`config.mk`:
```
export PLATFORM = sky130hd
export DESIGN_NAME = uart_tx_frame_shifter
export DESIGN_NICKNAME = d
export VERILOG_FILES = /design/src/rtl/uart_pkg.sv /design/src/rtl/uart_baud_tick.sv /design/src/rtl/uart_tx_frame_shifter.sv
export SDC_FILE = /design/constraint.sdc
export NUM_CORES = 1
export LEC_CHECK = 0
export CORE_ASPECT_RATIO = 1.1
export CORE_MARGIN = 8
export CORE_UTILIZATION = 46
export DETAILED_ROUTE_END_ITERATION = 10
export GPL_TIMING_DRIVEN = 0
export PLACE_DENSITY = 0.68
export SLEW_MARGIN = 15
export SYNTH_ARGS = -nofsm -noshare
export SYNTH_HDL_FRONTEND = slang
export SYNTH_SLANG_ARGS = --single-unit
```
`constraint.sdc`:
```
create_clock -name clk -period 3.3 [get_ports clk]
set_input_delay 0.33 -clock clk [delete_from_list [all_inputs] [get_ports clk]]
set_output_delay 0.33 -clock clk [all_outputs]
set_load 0.005 [all_outputs]
```
`src/rtl/uart_pkg.sv`:
```
// ----------------------------------------------------------------------------
// uart_pkg
// Shared definitions for the UART transmit frame shifter:
//   - parity_mode encodings (PAR_NONE / PAR_EVEN / PAR_ODD; 2'b11 behaves as none)
//   - shifter state enum
//   - frame-length and parity-enable helper functions
// ----------------------------------------------------------------------------
package uart_pkg;

    localparam logic [1:0] PAR_NONE = 2'b00;
    localparam logic [1:0] PAR_EVEN = 2'b01;
    localparam logic [1:0] PAR_ODD  = 2'b10;

    typedef enum logic {
        IDLE  = 1'b0,
        SHIFT = 1'b1
    } state_e;

    // Reserved encoding 2'b11 falls through to "no parity bit".
    function automatic logic parity_enabled(input logic [1:0] mode);
        return (mode == PAR_EVEN) || (mode == PAR_ODD);
    endfunction

    // Frame length in bits: start + data + optional parity + 1 or 2 stop bits.
    function automatic logic [3:0] frame_len(input int data_w, input logic par_en,
                                             input logic stop2);
        return 4'(1 + data_w + (par_en ? 1 : 0) + (stop2 ? 2 : 1));
    endfunction

endpackage

```
`src/rtl/uart_baud_tick.sv`:
```
// ----------------------------------------------------------------------------
// uart_baud_tick
// Modulo-BAUD_DIV counter that pulses tick_o on the last clk cycle of each
// serial bit period.
// Ports:
//   clk, reset : clock, asynchronous active-high reset
//   clr_i      : synchronous clear to 0 (restarts the bit period)
//   en_i       : count enable
//   tick_o     : high during the final cycle of a bit period
// ----------------------------------------------------------------------------
module uart_baud_tick #(
    parameter int BAUD_DIV = 868
) (
    input  logic clk,
    input  logic reset,
    input  logic clr_i,
    input  logic en_i,
    output logic tick_o
);

    localparam int                CNT_W = $clog2(BAUD_DIV);
    localparam logic [CNT_W-1:0]  LAST  = CNT_W'(BAUD_DIV - 1);

    logic [CNT_W-1:0] cnt_q, cnt_d;

    always_comb begin
        cnt_d = cnt_q;
        if (clr_i)
            cnt_d = '0;
        else if (en_i)
            cnt_d = (cnt_q == LAST) ? '0 : cnt_q + 1'b1;
    end

    // tick_o deliberately ignores clr_i: the top uses tick_o to decide when to
    // clear, so gating it here would form a combinational loop.
    assign tick_o = en_i && (cnt_q == LAST);

    // NOTE: state is updated with <= only; blocking assignments here would let
    // readers in other always_ff blocks see the new value in the same edge.
    always_ff @(posedge clk or posedge reset) begin
        if (reset)
            cnt_q <= '0;
        else
            cnt_q <= cnt_d;
    end

endmodule

```
`src/rtl/uart_tx_frame_shifter.sv`:
```
// ----------------------------------------------------------------------------
// uart_tx_frame_shifter
// Builds an asynchronous serial frame (start, DATA_W data bits LSB first,
// optional parity, 1 or 2 stop bits) and shifts it out on sdo, one bit per
// BAUD_DIV clk cycles, with a valid/ready load handshake.
// Ports:
//   clk, reset       : clock, asynchronous active-high reset
//   tx_data          : word to send      tx_valid / tx_ready : load handshake
//   parity_mode      : 00 none, 01 even, 10 odd, 11 none
//   stop2            : 1 selects two stop bits
//   sdo              : serial out, idles high
//   busy             : frame in progress  done : 1-cycle pulse at frame end
// Build option UART_TX_HOLD_EN: one-entry holding register so that a word can
// be accepted during a frame and sent with zero idle cycles after it.
// ----------------------------------------------------------------------------
module uart_tx_frame_shifter
    import uart_pkg::*;
#(
    parameter int DATA_W   = 8,
    parameter int BAUD_DIV = 868
) (
    input  logic              clk,
    input  logic              reset,
    input  logic [DATA_W-1:0] tx_data,
    input  logic              tx_valid,
    output logic              tx_ready,
    input  logic [1:0]        parity_mode,
    input  logic              stop2,
    output logic              sdo,
    output logic              busy,
    output logic              done
);

    localparam int SR_W = DATA_W + 4;

    state_e            state_q, state_d;
    logic [SR_W-1:0]   sr_q, sr_d;
    logic [3:0]        bits_q, bits_d;
    logic              done_q, done_d;

    logic              tick;
    logic              baud_clr;
    logic              accept;
    logic              frame_end;
    logic [SR_W-1:0]   new_sr;
    logic [3:0]        new_len;

`ifdef UART_TX_HOLD_EN
    logic              hold_full_q, hold_full_d;
    logic [SR_W-1:0]   hold_sr_q, hold_sr_d;
    logic [3:0]        hold_len_q, hold_len_d;

    assign tx_ready = !hold_full_q;
`else
    assign tx_ready = (state_q == IDLE);
`endif

    assign accept    = tx_valid && tx_ready;
    assign frame_end = (state_q == SHIFT) && tick && (bits_q == 4'd1);

    uart_baud_tick #(
        .BAUD_DIV (BAUD_DIV)
    ) u_baud (
        .clk    (clk),
        .reset  (reset),
        .clr_i  (baud_clr),
        .en_i   (state_q == SHIFT),
        .tick_o (tick)
    );

    // Frame image of the word on tx_data, sampled at the accepting edge.
    // Unused upper positions stay 1 so they read as stop/idle level.
    always_comb begin
        new_sr         = '1;
        new_sr[0]      = 1'b0;
        new_sr[DATA_W:1] = tx_data;
        if (parity_enabled(parity_mode))
            new_sr[DATA_W+1] = (parity_mode == PAR_ODD) ? ~^tx_data : ^tx_data;
        new_len = frame_len(DATA_W, parity_enabled(parity_mode), stop2);
    end

    // NOTE: every signal this block drives gets a default first, so no path
    // can leave one unassigned and infer a latch.
    always_comb begin
        state_d  = state_q;
        sr_d     = sr_q;
        bits_d   = bits_q;
        done_d   = 1'b0;
        baud_clr = 1'b0;
`ifdef UART_TX_HOLD_EN
        hold_full_d = hold_full_q;
        hold_sr_d   = hold_sr_q;
        hold_len_d  = hold_len_q;
`endif
        case (state_q)
            IDLE: begin
                if (accept) begin
                    sr_d     = new_sr;
                    bits_d   = new_len;
                    baud_clr = 1'b1;
                    state_d  = SHIFT;
                end
            end
            SHIFT: begin
                if (tick) begin
                    sr_d   = {1'b1, sr_q[SR_W-1:1]};
                    bits_d = bits_q - 4'd1;
                end
                if (frame_end) begin
                    done_d  = 1'b1;
                    state_d = IDLE;
                end
`ifdef UART_TX_HOLD_EN
                // A pending word (held, or arriving on the very last cycle)
                // replaces the drained frame on the same edge: no idle gap.
                if (frame_end && hold_full_q) begin
                    sr_d        = hold_sr_q;
                    bits_d      = hold_len_q;
                    baud_clr    = 1'b1;
                    hold_full_d = 1'b0;
                    state_d     = SHIFT;
                end else if (frame_end && accept) begin
                    sr_d     = new_sr;
                    bits_d   = new_len;
                    baud_clr = 1'b1;
                    state_d  = SHIFT;
                end else if (accept) begin
                    hold_sr_d   = new_sr;
                    hold_len_d  = new_len;
                    hold_full_d = 1'b1;
                end
`endif
            end
            default: state_d = IDLE;
        endcase
    end

    always_ff @(posedge clk or posedge reset) begin
        if (reset) begin
            state_q <= IDLE;
            sr_q    <= '1;
            bits_q  <= '0;
            done_q  <= 1'b0;
        end else begin
            state_q <= state_d;
            sr_q    <= sr_d;
            bits_q  <= bits_d;
            done_q  <= done_d;
        end
    end

`ifdef UART_TX_HOLD_EN
    always_ff @(posedge clk or posedge reset) begin
        if (reset) begin
            hold_full_q <= 1'b0;
            hold_sr_q   <= '1;
            hold_len_q  <= '0;
        end else begin
            hold_full_q <= hold_full_d;
            hold_sr_q   <= hold_sr_d;
            hold_len_q  <= hold_len_d;
        end
    end
`endif

    // sr_q resets to all ones, so sdo goes high the moment reset asserts.
    assign sdo  = sr_q[0];
    assign busy = (state_q == SHIFT);
    assign done = done_q;

endmodule
```
==> metrics <==
relative slew slack 34.8%; post_cts resized 0; Core ar. 3070 µm²; Post-CTS Setup Bufs 0; Layout Utilization between 50% and 60%; Worst Hold Depth 2; unrepaired setup endpoints after global routing false; CP max stage delay around 530 ps; NumNets Final approximately 190; maximum vdd ir drop about 0.4 mV; Unique masters post-synth 40; vias in the first global route between 1000 and 1500; clock buffer depth 2; TritonCTS clock tree built; Crit Path Max Fanout 10; Worst Setup End Kind primary output; final WL just over 3 mm; # DRC 0; critical path buffer and inverter count 3; worst skew pair latency 320 ps; final hold violations 0; net count after synthesis 169; initial antenna violation count 0; HPWL after detailed placement around 2.3 mm; Ports 18; crit-path cells buf_2 -> inv_1 -> clkdlybuf4s50_1; CP top delay family buffers and inverters; Initial Utilization approximately half; setup TNS 0 ps; final setup fails 0; mux share of post-synthesis cell area 7.45%; full die area around 5300 µm²; die height roughly 76 µm; type of origin of the critical path flop; synth warn 0; gr ovfl total 0; IO Port Bufs 17; CP Class flop to primary output; pin count of the biggest net entering global routing 27; CTS clk-pin slew, worst paths ~130 ps; main combinational cell family by area after synthesis simple AND/OR/NAND/NOR gates; vias per inst ~5.6; fmax between 500 and 600 MHz; wire per inst roughly 15 µm; gr usage total a little under an eighth; H-Tree Depth 1; DRT antenna net count 0; synthesized area per cell roughly 10 µm²; Synth Area in Compound Gates a little over an eighth; run status finished, final reports clean; min-delay worst type flop to flop; RePlAce Congestion 0.812; via count between 1000 and 1500; adder-cell share of the synthesized area 5.03%; number of CTS-inserted buffers 3; Max Slew Vio Count 0; Reg area ~660 µm²; post-synthesis xor/xnor area fraction around 6.2%; arrival time worst endpoint around 1600 ps; Clock Power Share 13.8%; Seq/Total Area, Yosys between 40 and 50%; Cells after Synth approximately 150; Initial DRC Count 66; Final min period between 1500 and 2000 ps; Required @ worst endpoint between 2000 and 3000 ps; Die X around 70 µm; area of the multi-input gates approximately 760 µm²; Logic pwr share between 30% and 40%; Synth Register Bits 26; hold_buf cts 0; clk sinks 26; first-pass GRT wire length approximately 5.2 mm; max capacitance violation total 0; critical path depth 3; Slowest-stage cell, CP clkdlybuf4s50_1; TritonRoute pass-1 iters 4; Net Switching roughly 370 µW; layout cells sized above 1 15.3%; Least-Margin Pin Slew 978 ps; area grow syn2layout 16.0%; fillers between 200 and 300; Layout Skew 14.5 ps; Post-Synth Simple-Gate Area between 10% and 20%; Reg2Reg Depth 5; Pwr Density between 500 and 600 nW/µm²; Cell Area, Synth 1490 µm²; ant diodes 0; Leak between 0.0007 and 0.0008 µW; period utilization between 50% and 60%; row count 21; switch share a little over a third; Int Power about 660 µW; sequential group share of total power roughly 55%; clk root buf clkbuf_4
==> stage by stage <==
| step | std cells | cell area, µm² | total power [µW] | hold WS (ps) | worst slack [ps] |
|---|---|---|---|---|---|
| after floorplan | 149 | 1490 | 789 | 363 | 1810 |
| after global placement | 200 | 1710 | 868 | 449 | 1350 |
| after detailed placement | 200 | 1710 | 894 | 460 | 1310 |
| after CTS | 204 | 1730 | 1040 | 477 | 1360 |
| after global routing | 204 | 1730 | 1100 | 495 | 1280 |
| final | 204 | 1730 | 1030 | 481 | 1390 |
==> per-layer routing <==
metal	routed length, µm	vias to the layer above	global-route usage, %
li1	-	568	-
met1	1410	559	13.4
met2	1550	19	21.4
met3	96	2	2.34
met4	19	0	4.46
met5	0	-	0
==> tightest hold or removal path, delay by kind of cell, from the launching register on <==
family | cells | cell delay, ps
buffers and inverters | 1 | 40
flip-flops | 1 | 400
AO/OA/AOI/OAI | 1 | 50
==> cells by family (layout without fill, tap and decap cells) <==
group | Yosys count | in the layout
flip-flops | 26 | 26
adder cells (fa/ha/maj) | 6 | 6
XOR/XNOR | 9 | 9
buffers and inverters | 15 | 36
AND/OR/NAND/NOR | 51 | 51
AO/OA/AOI/OAI | 31 | 31
multiplexers | 11 | 11
==> Yosys cell counts <==
master / n / area [µm²]
xor2_1: 2 / 17.5
nor4_1: 1 / 6.26
o22ai_1: 1 / 6.26
xnor3_1: 1 / 22.5
o31a_1: 1 / 8.76
and3_1: 1 / 6.26
and4_1: 1 / 8.76
nand3b_1: 1 / 7.51
nand3_2: 1 / 10.0
and4_4: 1 / 11.3
nor2_1: 5 / 18.8
nand4b_1: 1 / 8.76
nand4_1: 3 / 18.8
a41oi_2: 1 / 16.3
buf_6: 1 / 11.3
a32oi_1: 1 / 8.76
nand2_1: 21 / 78.8
nor3_1: 5 / 25.0
mux2i_1: 10 / 100
ha_1: 6 / 75.1
nor3_4: 1 / 16.3
nand3_1: 4 / 20.0
buf_2: 5 / 25.0
o21ai_0: 15 / 75.1
a21oi_1: 3 / 15.0
a31oi_1: 1 / 6.26
dfrtp_1: 16 / 400
a221o_1: 1 / 10.0
nor2b_1: 1 / 6.26
a211oi_1: 1 / 7.51
o21a_1: 2 / 15.0
nor4b_2: 1 / 15.0
a22o_1: 3 / 26.3
xnor2_1: 6 / 52.6
nor2b_2: 1 / 8.76
or3_1: 2 / 12.5
mux2_2: 1 / 11.3
dfstp_2: 10 / 263
a22oi_1: 1 / 7.51
inv_1: 9 / 33.8
==> cell type report <==
cell class | instances | share of cell area [%]
Clock buffer | 4 | 1.52
Inverter | 9 | 1.95
Buffer | 6 | 2.09
Sequential cell | 26 | 38.3
Timing Repair Buffer | 17 | 9.82
Multi-Input combinational cell | 108 | 43.9
Tap cell | 34 | 2.45
==> layout by cell type, fill, tap and decap left out, drive strengths merged, types with 2 or more instances in the layout <==
cell	n
nor3	6
and4	2
a21oi	3
nand4	3
nor2b	2
nor2	5
or3	2
dfrtp	16
clkbuf	4
ha	6
o21a	2
xnor2	6
nand3	5
xor2	2
a22o	3
mux2i	10
clkdlybuf4s50	17
nand2	21
dfstp	10
inv	9
o21ai	15
buf	6
==> registers in the layout, indices dropped and copies added, names as in the netlist <==
name and cells:
bits_q 4, done 1, sr_q 10, busy 1, u_baud.cnt_q 10
==> worst paths after layout <==
check                                      from               to  slack, ps
max in group asynchronous                 reset             done       2180
worst min register to register          sr_q[9]          sr_q[9]        480
worst max-delay path                       busy         tx_ready       1390
min in group asynchronous                 reset  u_baud.cnt_q[6]        510
worst min-delay path                    sr_q[9]          sr_q[9]        480
worst max register to register  u_baud.cnt_q[1]        bits_q[0]       1590
==> power groups by stage <==
stage | Combinational (µW) | Clock [µW] | Sequential, µW
after floorplan | 247 | 0 | 543
after global placement | 301 | 0 | 567
after detailed placement | 321 | 0 | 572
after CTS | 323 | 149 | 567
after global routing | 366 | 156 | 581
final | 319 | 142 | 569
(Power assumes the default switching activity.)
